<file path="src/rtl/cpu_pkg.sv">
// Shared definitions for the microcoded CPU: interrupt FSM encoding, opcodes, address width.
// Also provides the handler-vector arithmetic used by the interrupt controller.
package cpu_pkg;

  localparam int unsigned ADDR_W = 16;

  localparam logic [7:0] OP_IRET = 8'hCF;

  typedef enum logic [1:0] {
    StIdle    = 2'd0,
    StEnter   = 2'd1,
    StService = 2'd2
  } irq_state_t;

  // Wraps modulo 2^ADDR_W by construction.
  function automatic logic [ADDR_W-1:0] irq_vector(input logic [ADDR_W-1:0] base,
                                                   input logic [ADDR_W-1:0] stride,
                                                   input logic [2:0]        id);
    logic [ADDR_W-1:0] idx;
    idx = ADDR_W'(id);
    return base + idx * stride;
  endfunction

endpackage

</file>
<file path="src/rtl/prio_enc.sv">
// Fixed-priority encoder: reports whether any request is set and the index of the lowest one.
module prio_enc #(
  parameter int unsigned N = 4
) (
  input  logic [N-1:0] req_i,
  output logic         valid_o,
  output logic [2:0]   idx_o
);

  // Scan from the top so the lowest set bit is the last writer.
  always_comb begin
    valid_o = 1'b0;
    idx_o   = '0;
    for (int i = N - 1; i >= 0; i--) begin
      if (req_i[i]) begin
        valid_o = 1'b1;
        idx_o   = 3'(i);
      end
    end
  end

endmodule

</file>
<file path="src/rtl/irq_ctrl.sv">
// Interrupt controller: edge-detected pending lines, fixed-priority arbitration and a
// one-cycle entry pulse with handler vector; blocks further entry until iret.
module irq_ctrl
  import cpu_pkg::*;
#(
  parameter int unsigned      N_IRQ      = 4,
  parameter logic [ADDR_W-1:0] VEC_BASE   = 16'h0010,
  parameter logic [ADDR_W-1:0] VEC_STRIDE = 16'h0004
) (
  input  logic              CLK,
  input  logic              RST,
  input  logic [N_IRQ-1:0]  irq,
  input  logic              iret,
  input  logic              mask_we,
  input  logic [N_IRQ-1:0]  mask_wdata,
  input  logic              gie_we,
  input  logic              gie_wdata,
  output logic              interrupt,
  output logic [ADDR_W-1:0] vector,
  output logic [2:0]        irq_id,
  output logic [N_IRQ-1:0]  pending,
  output logic              in_service
);

  logic [N_IRQ-1:0]  irq_q;
  logic [N_IRQ-1:0]  pending_q, pending_d;
  logic [N_IRQ-1:0]  mask_q;
  logic              gie_q;
  logic [N_IRQ-1:0]  irq_edge;
  logic [N_IRQ-1:0]  clr;
  logic [N_IRQ-1:0]  eligible;
  logic              win_valid;
  logic [2:0]        win_idx;

  irq_state_t        state_q;
  logic              interrupt_q;
  logic [ADDR_W-1:0] vector_q;
  logic [2:0]        irq_id_q;
  logic              in_service_q;

  assign irq_edge = irq & ~irq_q;
  assign eligible = pending_q & mask_q;

  always_comb begin
    clr = '0;
    for (int i = 0; i < int'(N_IRQ); i++) begin
      if (state_q == StEnter && irq_id_q == 3'(i)) begin
        clr[i] = 1'b1;
      end
    end
  end

  // A fresh edge on the line being cleared wins over the clear.
  assign pending_d = (pending_q & ~clr) | irq_edge;

  prio_enc #(
    .N(N_IRQ)
  ) u_prio_enc (
    .req_i  (eligible),
    .valid_o(win_valid),
    .idx_o  (win_idx)
  );

  always_ff @(posedge CLK) begin
    if (RST) begin
      irq_q     <= '0;
      pending_q <= '0;
      mask_q    <= '0;
      gie_q     <= 1'b0;
    end else begin
      irq_q     <= irq;
      pending_q <= pending_d;
      if (mask_we) begin
        mask_q <= mask_wdata;
      end
      if (gie_we) begin
        gie_q <= gie_wdata;
      end
    end
  end

  always_ff @(posedge CLK) begin
    if (RST) begin
      state_q      <= StIdle;
      interrupt_q  <= 1'b0;
      vector_q     <= '0;
      irq_id_q     <= '0;
      in_service_q <= 1'b0;
    end else begin
      unique case (state_q)
        StIdle: begin
          if (gie_q && win_valid) begin
            state_q     <= StEnter;
            interrupt_q <= 1'b1;
            irq_id_q    <= win_idx;
            vector_q    <= irq_vector(VEC_BASE, VEC_STRIDE, win_idx);
          end
        end
        StEnter: begin
          state_q      <= StService;
          interrupt_q  <= 1'b0;
          in_service_q <= 1'b1;
        end
        StService: begin
          // gie is deliberately not consulted here: disabling it never aborts a handler.
          if (iret) begin
            state_q      <= StIdle;
            in_service_q <= 1'b0;
          end
        end
        default: begin
          state_q      <= StIdle;
          interrupt_q  <= 1'b0;
          in_service_q <= 1'b0;
        end
      endcase
    end
  end

  assign interrupt  = interrupt_q;
  assign vector     = vector_q;
  assign irq_id     = irq_id_q;
  assign pending    = pending_q;
  assign in_service = in_service_q;

endmodule

</file>
<file path="config.mk">
export PLATFORM = sky130hd
export DESIGN_NAME = irq_ctrl
export DESIGN_NICKNAME = d
export VERILOG_FILES = /design/src/rtl/cpu_pkg.sv /design/src/rtl/prio_enc.sv /design/src/rtl/irq_ctrl.sv
export SDC_FILE = /design/constraint.sdc
export NUM_CORES = 1
export LEC_CHECK = 0
export BUFFER_PORTS_ARGS = -buffer_cell sky130_fd_sc_hd__buf_2
export CORE_ASPECT_RATIO = 0.6
export CORE_MARGIN = 2
export CORE_UTILIZATION = 40
export CTS_CLUSTER_DIAMETER = 60
export DETAILED_ROUTE_END_ITERATION = 16
export PLACE_DENSITY = 0.75
export SLEW_MARGIN = 5
export SYNTH_ARGS = -nofsm -noshare
export SYNTH_HDL_FRONTEND = slang
export SYNTH_SLANG_ARGS = --single-unit
export TNS_END_PERCENT = 5
</file>
<file path="constraint.sdc">
create_clock -name CLK -period 1.1 [get_ports CLK]
set_input_delay 0.33 -clock CLK [delete_from_list [all_inputs] [get_ports CLK]]
set_output_delay 0.33 -clock CLK [all_outputs]
set_load 0.1 [all_outputs]
</file>
== Word level (Yosys, flattened, before mapping) ==
Index checks and enable logic that the tools add are counted.
Word-level totals
  bits of input ports: 14
  output and inout port bits: 25
  bits in registers: 36
Cells by class
  reductions and logical operators: 11
  equal/unequal tests: 7
  bitwise gates (word level): 8
  mux-type cells: 19
  add/sub/neg operators: 1
Operators by type and width (count)
  bitwise AND 4 bit: 3
  two-way mux 2 bit: 6
  two-way mux 1 bit: 10
  inverter 4 bit: 2
  AND reduction 2 bit: 4
  adder 5 x 5 -> 6 bit, first input constant: 1
  == test 3 x 2 -> 1 bit, second input constant: 2
  case mux 2 bit (3 select lines): 1
  logical AND 1 bit: 5
  inequality test 2 bit, second input constant: 2
  bitwise OR 4 bit: 1
  == test 3 x 1 -> 1 bit, second input constant: 1
  zero test 3 bit: 1
  case mux 1 bit (3 select lines): 1
  == test 2 x 1 -> 1 bit, second input constant: 1
  == test 2 bit, second input constant: 1
  zero test 2 bit: 1
  inverter 1 bit: 2
  case mux 1 bit (2 select lines): 1

== Logic depth before layout (Yosys ltp) ==
Gate-level depths: netlist (run 1).
  depth after elaboration: 8
  mapped depth: 4
  mapped depth without buffers: 4

== Cells and area by module ==
Synthesis (run 1) repeated with hierarchy kept, for this count alone.
Unflattened totals
  cell total of the unflattened synthesis: 102
  area total of the unflattened synthesis: 925.9 sq um
Modules (own cells, without submodules)
  irq_ctrl: area an instance 879.6 sq um, times used 1, cells each 93
  prio_enc: area an instance 46.3 sq um, times used 1, cells each 9

== Worst setup path after synthesis (run 1) ==
Ideal clock, no wire load.
  path type: reg2reg
  start: register pending_q[0], in the netlist pending[0]
  end: register irq_id_q[0], in the netlist irq_id[0]
  stages on the path, launching flop included: 5
  path buffers: 0
  data arrival time: 1.756 ns
  setup slack: -0.717 ns
  required time: 1.039 ns
  cells stage by stage: dfxtp_1 > a22o_1 > o21ai_2 > a2111oi_2 > a31o_1
Between the ends
  longest elaborated chain between the ends: 4
  elaborated cells between the ends (all ways): 5
Ends and longest elaborated chain
  start, declared: line irq_ctrl.sv:26  | logic [N_IRQ-1:0] pending_q, pending_d;
  start signal, assigned: line irq_ctrl.sv:72  | pending_q <= pending_d;
  bitwise AND 4 bit *: line irq_ctrl.sv:42  | assign eligible = pending_q & mask_q;
  two-way mux 1 bit: line prio_enc.sv:15  | if (req_i[i]) begin
  logical AND 1 bit: line irq_ctrl.sv:92  | if (gie_q && win_valid) begin
  AND reduction 2 bit (no source line)
  end signal, assigned: line irq_ctrl.sv:95  | irq_id_q <= win_idx;
  end, declared: line irq_ctrl.sv:38  | logic [2:0] irq_id_q;
Every way passes the cells marked *; elsewhere a longest branch is shown, timed or not.
A chain may end at the register's enable or synchronous reset.

== Final worst setup path (run 1) ==
  start: register pending_q[2], in the netlist pending[2]
  end: output pending[2]
RTL lines
  end, declared: line irq_ctrl.sv:21  | output logic [N_IRQ-1:0] pending,
No word-level cell between the ends.

==> impl_results.md, run 1 <==
* Count of pins over their slew limit at 0
* Cells along the critical path: buf_6 -> buf_12
* H-tree levels at 1
* Core region area at 0.00211 mm²
* Mean Syn Cell Area at 9.61 µm²
* Clk slew on worst S/H paths at 110 ps
* Final ANT Viol Nets at 0
* Filler cells at 170
* Boundary Pins at 39
* Final setup viols at 15
* Sw power at 0.649 mW
* Fmax at 790 MHz
* # diodes at 0
* M1 WL at 876 µm
* Vias in the first global route at 650
* Pleak at 0.583 nW
* CTS tree: done
* DRC at 0
* Post-detail-place hpwl at 1490 µm
* Crit path max-delay family: flip-flops
* Initial drt markers at 33
* Clock latency on the worst-skew pair at 300 ps
* Avg WL per Cell at 12.6 µm
* Sw frac at 33.7%
* Synth Instances at 91
* Nets@finish at 141
* Total vias in the final route at 712
* Final wirelength at 1970 µm
* CP peak stage delay at 370 ps
* CTS hold repair buffers at 0
* Die H at 40.2 µm
* Highest metal used: met4
* Worst Path Buf+Inv at 2
* Sink Count at 20
* # rows at 13
* CTS max path bufs at 2
* Worst-path fanout max at 3
* Met2 wire len at 900 µm
* Pin count of the biggest net entering global routing at 14
* 1st-pass router iterations at 4
* Crit path time final at 1270 ps
* Final GP Congestion at 0.812
* Clk_skew at 4.50 ps
* First-pass GRT wire length at 3180 µm
* Comb pwr share at 29.3%
* VDD IR max at 616 µV
* Hold crit path type: input pin to flip-flop
* Status: complete, but fails checks
* CP required at 770 ps
* Antenna violations before repair at 0
* Final worst slack at -165 ps
* Startpoint class of the critical path: flip-flop
* PortBufs at 24
* Final Hold Viols at 0
* Synthesis Warnings at 0
* Routed met3 length at 173 µm
* Final TNS setup at -1730 ps
* Die X at 64.4 µm
* Layout area overhead at 52.8%
* Pwr Density at 1440 mW/mm²
* Drt via density at 4.56
* Initial Util at 41.4%
* CP Capture Type: output pin
* Crit-path slowest cell: dfxtp_4
* RSZ-0062 raised after global routing: yes
* Internal power at 1.27 mW
* Netlist cell types at 25
* Die Footprint at 0.00259 mm²
* GRT Total Usage at 17.1%
* #FFs+latches synth at 20
* Clock group share of total power at 30.4%
* Critical path arrival at 940 ps
* Crit path kind: flip-flop to output pin
* Failing checks: negative setup slack
* TritonCTS buffer count at 3
* Post-Syn Area at 875 µm²
* Crit share post-route at 115%
* Max cap viols at 0
* Layout cells sized above 1 at 47.6%
* Register area share after synthesis at 45.8%
* Root Driver: clkbuf_4
* GR Overflow Total at 0
* Reg power frac at 40.3%
* Final Util at 63.2%
* Final Power at 1.92 mW
[registers in the layout, summed over array words and instances (netlist names)]
register / flops
state_q: 2
interrupt: 1
vector: 2
mask_q: 4
gie_q: 1
irq_q: 4
in_service: 1
pending: 4
irq_id: 1
[cell type report]
| cell class | count | area (µm²) | area share, % |
|---|---|---|---|
| clock buffer | 3 | 22.5 | 1.69 |
| clock inverter | 1 | 30.0 | 2.25 |
| inverter | 2 | 7.51 | 0.562 |
| multi-input combinational | 63 | 395 | 29.6 |
| sequential | 20 | 438 | 32.8 |
| tap | 30 | 37.5 | 2.81 |
| timing repair buffer | 37 | 405 | 30.3 |
[cells in the final DEF, fill, tap and decap left out, types with 2 or more instances in the layout]
master	netlist	final
conb_1	1	14
buf_2	0	13
buf_12	0	11
dfxtp_4	0	9
nor2_1	8	8
dfxtp_1	20	8
a21oi_1	8	7
buf_4	16	7
nor2b_1	7	6
buf_6	0	6
mux2i_1	5	5
nand2b_1	3	3
clkbuf_4	0	3
dfxtp_2	0	3
a22o_1	2	2
inv_1	2	2
o21ai_0	2	2
nand2_1	2	2
[cell families after synthesis]
| group | share of synthesized area (%) |
|---|---|
| other cells | 0.429 |
| buf+inv | 15.9 |
| mux | 5.72 |
| flops | 45.8 |
| compound gates | 15.3 |
| simple gates | 16.9 |
[metrics by stage]
| step | hold WS, ps | cells | instance area, µm² | setup WS [ps] |
|---|---|---|---|---|
| after detailed placement | 476 | 149 | 1210 | -79.9 |
| after global routing | 267 | 156 | 1340 | -209 |
| after global placement | 472 | 149 | 1210 | -10.5 |
| final | 252 | 156 | 1340 | -165 |
| after CTS | 246 | 156 | 1320 | -174 |
| after floorplan | 452 | 104 | 946 | -200 |
[final timing paths]
path | end | from | slack (ps) | cells past startpoint
hold / removal | irq_q[3] | irq[3] | 250 | 2
hold reg to reg | pending[0] | irq_q[0] | 490 | 2
setup reg to reg | irq_id[0] | pending[3] | -110 | 5
setup / recovery | pending[2] | pending[2] | -170 | 2
[power by group through the flow]
stage	Sequential (mW)	Combinational, mW	Clock [mW]
2_1_floorplan	0.900	0.321	0
3_3_place_gp	0.792	0.531	0
3_5_place_dp	0.794	0.536	0
4_1_cts	0.780	0.562	0.597
5_1_grt	0.781	0.587	0.629
6_report	0.774	0.564	0.585
[routing by layer]
metal  global-route usage (%)  vias up
met2                     27.3       43
met1                     22.8      318
met3                     5.34        4
li1                         -      347
met5                        0        -
met4                     4.79        0
[cell usage after synthesis, drive strengths merged]
| library cell | number | area (µm²) |
|---|---|---|
| a2111oi | 1 | 15.0 |
| conb | 1 | 3.75 |
| mux2i | 5 | 50.1 |
| a31o | 1 | 8.76 |
| o21ai | 3 | 18.8 |
| o31ai | 1 | 7.51 |
| a22o | 2 | 17.5 |
| o211a | 1 | 10.0 |
| a21oi | 8 | 40.0 |
| a211oi | 1 | 7.51 |
| dfxtp | 20 | 400 |
| nand3 | 1 | 5.00 |
| nand3b | 1 | 7.51 |
| or2b | 1 | 7.51 |
| nor2 | 8 | 30.0 |
| clkbuf | 3 | 11.3 |
| buf | 16 | 120 |
| nand2b | 3 | 18.8 |
| nor2b | 7 | 43.8 |
| inv | 2 | 7.51 |
| nand2 | 2 | 7.51 |
| a32oi | 1 | 8.76 |
| or3b | 1 | 8.76 |
| nor3b | 1 | 18.8 |
[repair_timing]
item	in CTS	in global routing
setup endpoints to repair	21	21
pin swaps	2	1
setup buffers	3	0
gates resized for setup	13	5
Note: power is estimated with default switching activity, not from simulation.
==> run 2: changes to the inputs <==
- SETUP_SLACK_MARGIN: default -> 0.4
==> run 2 against run 1 <==
Compared with the run above: the flow still finishes with violations (negative setup slack); cell area up 1.1%; clock-buffer cell count stayed put; maximum frequency fell by 0.33%; first-iteration DRC count decreased by 18%; hold slack got worse by 2.8 ps; utilization rose by 0.71 points; non-clock buffer count did not move; die area unchanged; sequential cell count did not move; clock power barely moved; clock skew rose by 3.0 ps; combinational power about the same; largest cell class unchanged; highest routed layer unchanged.
==> impl_results.md, run 2 (synthesis gave the netlist of run 1 again) <==
* Reg power frac at 40.2% (about the same)
* # diodes at 0 (unchanged)
* CP peak stage delay at 370 ps (about the same)
* Pwr Density at 1430 mW/mm² (-0.70%)
* Clk slew on worst S/H paths at 110 ps (about the same)
* Core region area at 0.00211 mm² (unchanged)
* Boundary Pins at 39 (unchanged)
* Crit path time final at 1270 ps (+4.21 ps)
* Layout cells sized above 1 at 49.2% (+1.6 points)
* Vias in the first global route at 684 (+5.2%)
* Final TNS setup at -1760 ps (-32.9 ps)
* # rows at 13 (unchanged)
* First-pass GRT wire length at 3240 µm (+1.8%)
* Nets@finish at 141 (unchanged)
* Area of the multi-input gates at 400 µm² (+1.3%)
* GRT Total Usage at 17.3% (+0.26 points)
* Most common cell after layout, fill and taps aside: conb_1
* Commonest non-fill, non-tap cells in the layout: conb_1 (14), buf_2 (13), buf_12 (11), dfxtp_4 (9)
* RSZ-0062 raised after global routing: yes
* Sw frac at 33.8% (+0.064 points)
* Worst r2r src: pending[3]
* Initial drt markers at 27 (-18%)
* PortBufs at 24 (unchanged)
* Pleak at 0.585 nW (+0.45%)
* Worst-path fanout max at 3 (unchanged)
* Die Footprint at 0.00259 mm² (unchanged)
* Pin count of the biggest net entering global routing at 14 (unchanged)
* Post-Layout Inst Area at 0.00135 mm² (+1.1%)
* Final wirelength at 1980 µm (+0.56%)
* Antenna violations before repair at 0 (unchanged)
* Die X at 64.4 µm (unchanged)
* Comb pwr share at 29.4% (about the same)
* VDD IR max at 609 µV (-1.2%)
* Setup WS pre-CTS at -79.9 ps (unchanged)
* DRC at 0 (unchanged)
* Fmax at 788 MHz (-0.33%)
* Count of pins over their slew limit at 0 (unchanged)
* 1st-pass router iterations at 4 (unchanged)
* CP required at 770 ps (about the same)
* Worst Path Buf+Inv at 2 (unchanged)
* Status: complete, but fails checks
* Final GP Congestion at 0.812 (unchanged)
* Worst reg2reg setup slack at -120 ps (about the same)
* Root Driver: clkbuf_4
* Crit-path slowest cell: dfxtp_4
* CTS hold repair buffers at 0 (unchanged)
* Drt via density at 4.63 (+1.4%)
* Min-Delay Endpoint: irq_q[3]
* Hold depth at 2 (unchanged)
* Final Power at 1.93 mW (+0.41%)
* Post-detail-place hpwl at 1490 µm (unchanged)
* Clk_skew at 7.46 ps (+2.96 ps)
* Crit path from: pending[2]
* Hold crit path type: input pin to flip-flop
* Crit path max-delay family: flip-flops
* TritonCTS buffer count at 3 (unchanged)
* Crit share post-route at 115% (+0.38 points)
* Critical path arrival at 940 ps (about the same)
* CTS max path bufs at 2 (unchanged)
* Filler cells at 166 (-2.4%)
* Clock latency on the worst-skew pair at 300 ps (about the same)
* Failing checks: negative setup slack
* Hold_sp: irq[3]
* Crit path kind: flip-flop to output pin
* Reg2reg end: irq_id[0]
* Final Hold Viols at 0 (unchanged)
* Final ANT Viol Nets at 0 (unchanged)
* Startpoint class of the critical path: flip-flop
* DP Area at 0.00121 mm² (unchanged)
* GR Overflow Total at 0 (unchanged)
* Avg WL per Cell at 12.7 µm (+0.56%)
* Sink Count at 20 (unchanged)
* Register area at 440 µm² (+0.57%)
* Layout area overhead at 54.5%
* Cell count along the critical path at 2 (unchanged)
* CTS tree: done
* Clock group share of total power at 30.4% (about the same)
* H-tree levels at 1 (unchanged)
* CP Capture Type: output pin
* Reg2Reg Depth at 5 (unchanged)
* Total vias in the final route at 722 (+1.4%)
* Internal power at 1.28 mW (+0.32%)
* Final Util at 63.9% (+0.71 points)
* Die H at 40.2 µm (unchanged)
* Initial Util at 41.4% (unchanged)
* Final worst slack at -169 ps (-4.21 ps)
* Sw power at 0.653 mW (+0.61%)
* Final setup viols at 15 (unchanged)
* Max cap viols at 0 (unchanged)
* Cells along the critical path: buf_6 -> buf_12
[run 2: cell counts in the layout (fill, tap and decap cells not counted)]
No cell type changed its count.
[run 2: worst max-delay path by stage]
stage	slack, ps	end
3_5_place_dp	-80	irq_id[0]
6_report	-170	pending[2]
5_1_grt	-210	pending[2]
4_1_cts	-170	pending[2]
3_3_place_gp	-10	irq_id[0]
2_1_floorplan	-200	irq_id[0]
[run 2: repair_timing]
action                                  CTS  global route
pin swaps                                 5             5
buffers inserted                          3             0
resized for setup                        19             4
endpoints found under the setup margin   25            25
gates cloned                              0             0
[run 2: per-stage QoR]
step,hold WS [ps],std cells
after floorplan,452,104
after global placement,472,149
after detailed placement,476,149
after CTS,246,156
after global routing,267,156
final,249,156
[run 2: layout make-up]
cell class	instances	share of cell area, %
flip-flops and latches	20	32.6
well taps	30	2.78
clock buffers	3	1.67
inverters	2	0.556
multi-input cells	63	29.6
repair buffers	37	30.6
clock inverters	1	2.22
[run 2: power by group through the flow]
stage	sequential, mW	clock, mW	combinational (mW)
detailed placement	0.794	0	0.536
global route	0.783	0.630	0.590
finish	0.776	0.588	0.567
floorplan	0.900	0	0.321
CTS	0.780	0.597	0.564
global placement	0.792	0	0.531
[run 2: layer usage]
metal	wire (µm)	vias to the layer above	GRT usage (%)	part of all wire [%]
met5	0	-	0	0
met2	931	32	29.7	47
li1	-	349	-	-
met4	14	0	4.79	0.71
met1	889	339	21.9	45
met3	145	2	5.34	7.3
==> run 3: changes to the inputs <==
- ABC_AREA: default -> 1
- CORE_ASPECT_RATIO: 0.6 -> default
- CORE_UTILIZATION: 40 -> 41
- CTS_BUF_LIST: default -> sky130_fd_sc_hd__clkbuf_16
- PLACE_DENSITY: 0.75 -> 0.77
==> run 3 against run 2 <==
Compared with the run above: the flow still finishes with violations (negative setup slack); clock-buffer cell count stayed put; clock power is 24% higher; non-clock buffer count is 10 lower; utilization is 3.7 points higher; area after synthesis is 0.43% higher; largest cell class unchanged; highest routed layer unchanged.
==> impl_results.md, run 3 <==
* Boundary Pins at 39 (unchanged)
* Nets@finish at 158 (+12%)
* Max cap viols at 0 (unchanged)
* PortBufs at 24 (unchanged)
* Reg2Reg Depth at 5 (unchanged)
* Status: complete, but fails checks
* Register area share after synthesis at 45.6% (-0.20 points)
* Hold_sp: irq[0]
* CP required at 770 ps (about the same)
* Commonest non-fill, non-tap cells in the layout: nor2_1 (28), conb_1 (14), buf_2 (12), buf_12 (11)
* DRC at 0 (unchanged)
* Crit path max-delay family: flip-flops
* Worst reg2reg setup slack at 80 ps (+200 ps)
* Top-count cell post-synth: nor2_1
* DP Area at 0.00115 mm² (-4.7%)
* Startpoint class of the critical path: flip-flop
* Hold depth at 3 (+1)
* Final Hold Viols at 0 (unchanged)
* Reg power frac at 38.0% (-2.2 points)
* Synth top area share at 45.6% (-0.20 points)
* Final GP Congestion at 0.813 (+0.16%)
* Compound-Gate Fraction of Synth Area at 10.1% (-5.2 points)
* Drt via density at 4.57 (-1.2%)
* Post-detail-place hpwl at 1330 µm (-11%)
* CTS max path bufs at 2 (unchanged)
* Die Footprint at 0.00253 mm² (-2.3%)
* Worst-path fanout max at 3 (unchanged)
* Post-synth EDFFs at 0 (unchanged)
* RSZ-0062 raised after global routing: yes
* Post-Layout Inst Area at 0.00134 mm² (-0.83%)
* Sw frac at 34.4% (+0.57 points)
* Crit share post-route at 103% (-12 points)
* Pleak at 0.607 nW (+3.8%)
* Initial drt markers at 6 (-78%)
* Critical path arrival at 810 ps (-130 ps)
* Synth Instances at 116 (+27%)
* Count of pins over their slew limit at 0 (unchanged)
* # diodes at 0 (unchanged)
* Total vias in the final route at 777 (+7.6%)
* Internal power at 1.37 mW (+7.2%)
* Main synth FF type: dfxtp_1
* Min-Delay Endpoint: irq_q[0]
* Reg2reg end: irq_id[0]
* GR Overflow Total at 0 (unchanged)
* Failing checks: negative setup slack
* Die H at 50.3 µm (+25%)
* Avg WL per Cell at 11.3 µm (-11%)
* Pin count of the biggest net entering global routing at 13 (-1)
* Core region area at 0.00198 mm² (-6.3%)
* Layout area overhead at 52.6%
* Synth area leader: dfxtp_1
* Most common cell after layout, fill and taps aside: nor2_1
* Simple-Gate Fraction of Synth Area at 24.5% (+7.6 points)
* H-tree levels at 1 (unchanged)
* Clock group share of total power at 35.0% (+4.6 points)
* Largest family of logic cells by synthesized area: simple AND/OR/NAND/NOR gates
* XOR/XNOR share of the synthesized area at 0% (unchanged)
* CP Capture Type: output pin
* Synth top area cells: dfxtp_1 (46%), buf_4 (14%), nor2_1 (12%)
* Commonest cells post-synth: nor2_1 (28), dfxtp_1 (20), buf_4 (16)
* Cells along the critical path: buf_12
* First-pass GRT wire length at 3050 µm (-5.8%)
* TritonCTS buffer count at 3 (unchanged)
* Sink Count at 20 (unchanged)
* CTS hold repair buffers at 0 (unchanged)
* 1st-pass router iterations at 4 (unchanged)
* Pwr Density at 1560 mW/mm² (+9.1%)
* #FFs+latches synth at 20 (unchanged)
* Post-synthesis adder-cell area fraction at 0% (unchanged)
* Die X at 50.3 µm (-22%)
* Crit path time final at 1140 ps (-132 ps)
* Antenna violations before repair at 0 (unchanged)
* Hold_ws at 292 ps (+42.2 ps)
* Vias in the first global route at 727 (+6.3%)
* Crit path kind: flip-flop to output pin
* Crit-path slowest cell: dfxtp_4
* GRT Total Usage at 16.3% (-1.0 points)
* Final ANT Viol Nets at 0 (unchanged)
* Async S/R FF share, synth at 0% (unchanged)
* Final setup viols at 10 (-5)
* Post-Place Cells at 164 (+10%)
* Post-Syn Area at 878 µm² (+0.43%)
* Final Power at 2.09 mW (+8.2%)
* Final wirelength at 1920 µm (-3.2%)
* CP peak stage delay at 380 ps (about the same)
* CTS tree: done
* Clk_skew at 3.18 ps (-4.28 ps)
* Sw power at 0.718 mW (+10%)
* Mux cell area share after synthesis at 0% (-5.7 points)
* Initial Util at 44.3% (+3.0 points)
* Clk slew on worst S/H paths at 50 ps (-60 ps)
* Netlist cell types at 18 (-28%)
* Root Driver: clkbuf_16
* Comb pwr share at 27.0% (-2.4 points)
* Fin cells at 170 (+9.0%)
* Layout cells sized above 1 at 44.8% (-4.5 points)
* Worst Path Buf+Inv at 1 (-1)
* Final worst slack at -37.3 ps (+132 ps)
* Mean Syn Cell Area at 7.57 µm² (-21%)
* Synthesis Warnings at 0 (unchanged)
* Hold crit path type: input pin to flip-flop
* VDD IR max at 1040 µV (+71%)
* Clock latency on the worst-skew pair at 250 ps (-50 ps)
* Fmax at 879 MHz (+12%)
* # rows at 16 (+3)
* Worst r2r src: pending[2]
==> run 3: cell types whose count changed after synthesis, moves of 5 or more <==
cell     change
nor2_1      +20
nand2_1      +9
inv_1        +8
nor2b_1      -7
nand3_1      +6
mux2i_1      -5
==> run 3: final cells by class <==
class                      count  area, µm²
multi-input combinational     80        423
fill                         157        642
timing repair buffer          27        310
inverter                      12       58.8
clock buffer                   3       75.1
clock inverter                 1       3.75
tap                           27       33.8
sequential                    20        435
==> run 3: layer usage <==
| metal | part of all wire (%) | vias to the layer above | global-route usage (%) |
|---|---|---|---|
| met5 | 0 | - | 0 |
| li1 | - | 388 | - |
| met2 | 53 | 24 | 30.5 |
| met4 | 2.3 | 0 | 9.72 |
| met3 | 4.4 | 4 | 2.68 |
| met1 | 40 | 361 | 16.7 |
==> run 3: timing repair <==
action                                  in CTS  in global routing
pin swaps                                   17                 12
endpoints found under the hold margin        0                  0
setup buffers                                2                  0
resized for setup                           20                 15
endpoints found under the setup margin      23                 27
==> run 3: logic make-up after synthesis <==
kind of cell           count (synthesis)
AND/OR/NAND/NOR                       50
buffers and inverters                 29
flip-flops                            20
AO/OA/AOI/OAI                         16
other                                  1
==> run 3: worst max path at each step <==
stage / to / slack (ps) / start / cells after the start
floorplan: vector[3] / 10 / vector[3] / 1
global placement: pending[0] / 160 / state_q[0] / 5
detailed placement: pending[0] / 110 / state_q[0] / 5
CTS: irq_id[0] / -40 / irq_id[0] / 1
global route: irq_id[0] / -50 / irq_id[0] / 1
finish: irq_id[0] / -40 / irq_id[0] / 1
==> run 3: power groups by stage <==
| stage | registers [mW] | logic [mW] | clock network [mW] |
|---|---|---|---|
| 6_report | 0.795 | 0.563 | 0.731 |
| 3_5_place_dp | 0.810 | 0.535 | 0 |
| 4_1_cts | 0.792 | 0.552 | 0.737 |
| 5_1_grt | 0.799 | 0.586 | 0.765 |
| 2_1_floorplan | 0.918 | 0.341 | 0 |
| 3_3_place_gp | 0.809 | 0.530 | 0 |
==> run 3: metrics by stage <==
step | setup WS (ps) | TNS (ps) | utilization (%)
global route | -47.1 | -363 | 67.6
floorplan | 10.9 | 0 | -
global placement | 156 | 0 | 58.3
CTS | -42.6 | -243 | 65.7
detailed placement | 115 | 0 | 58.3
finish | -37.3 | -211 | 67.6
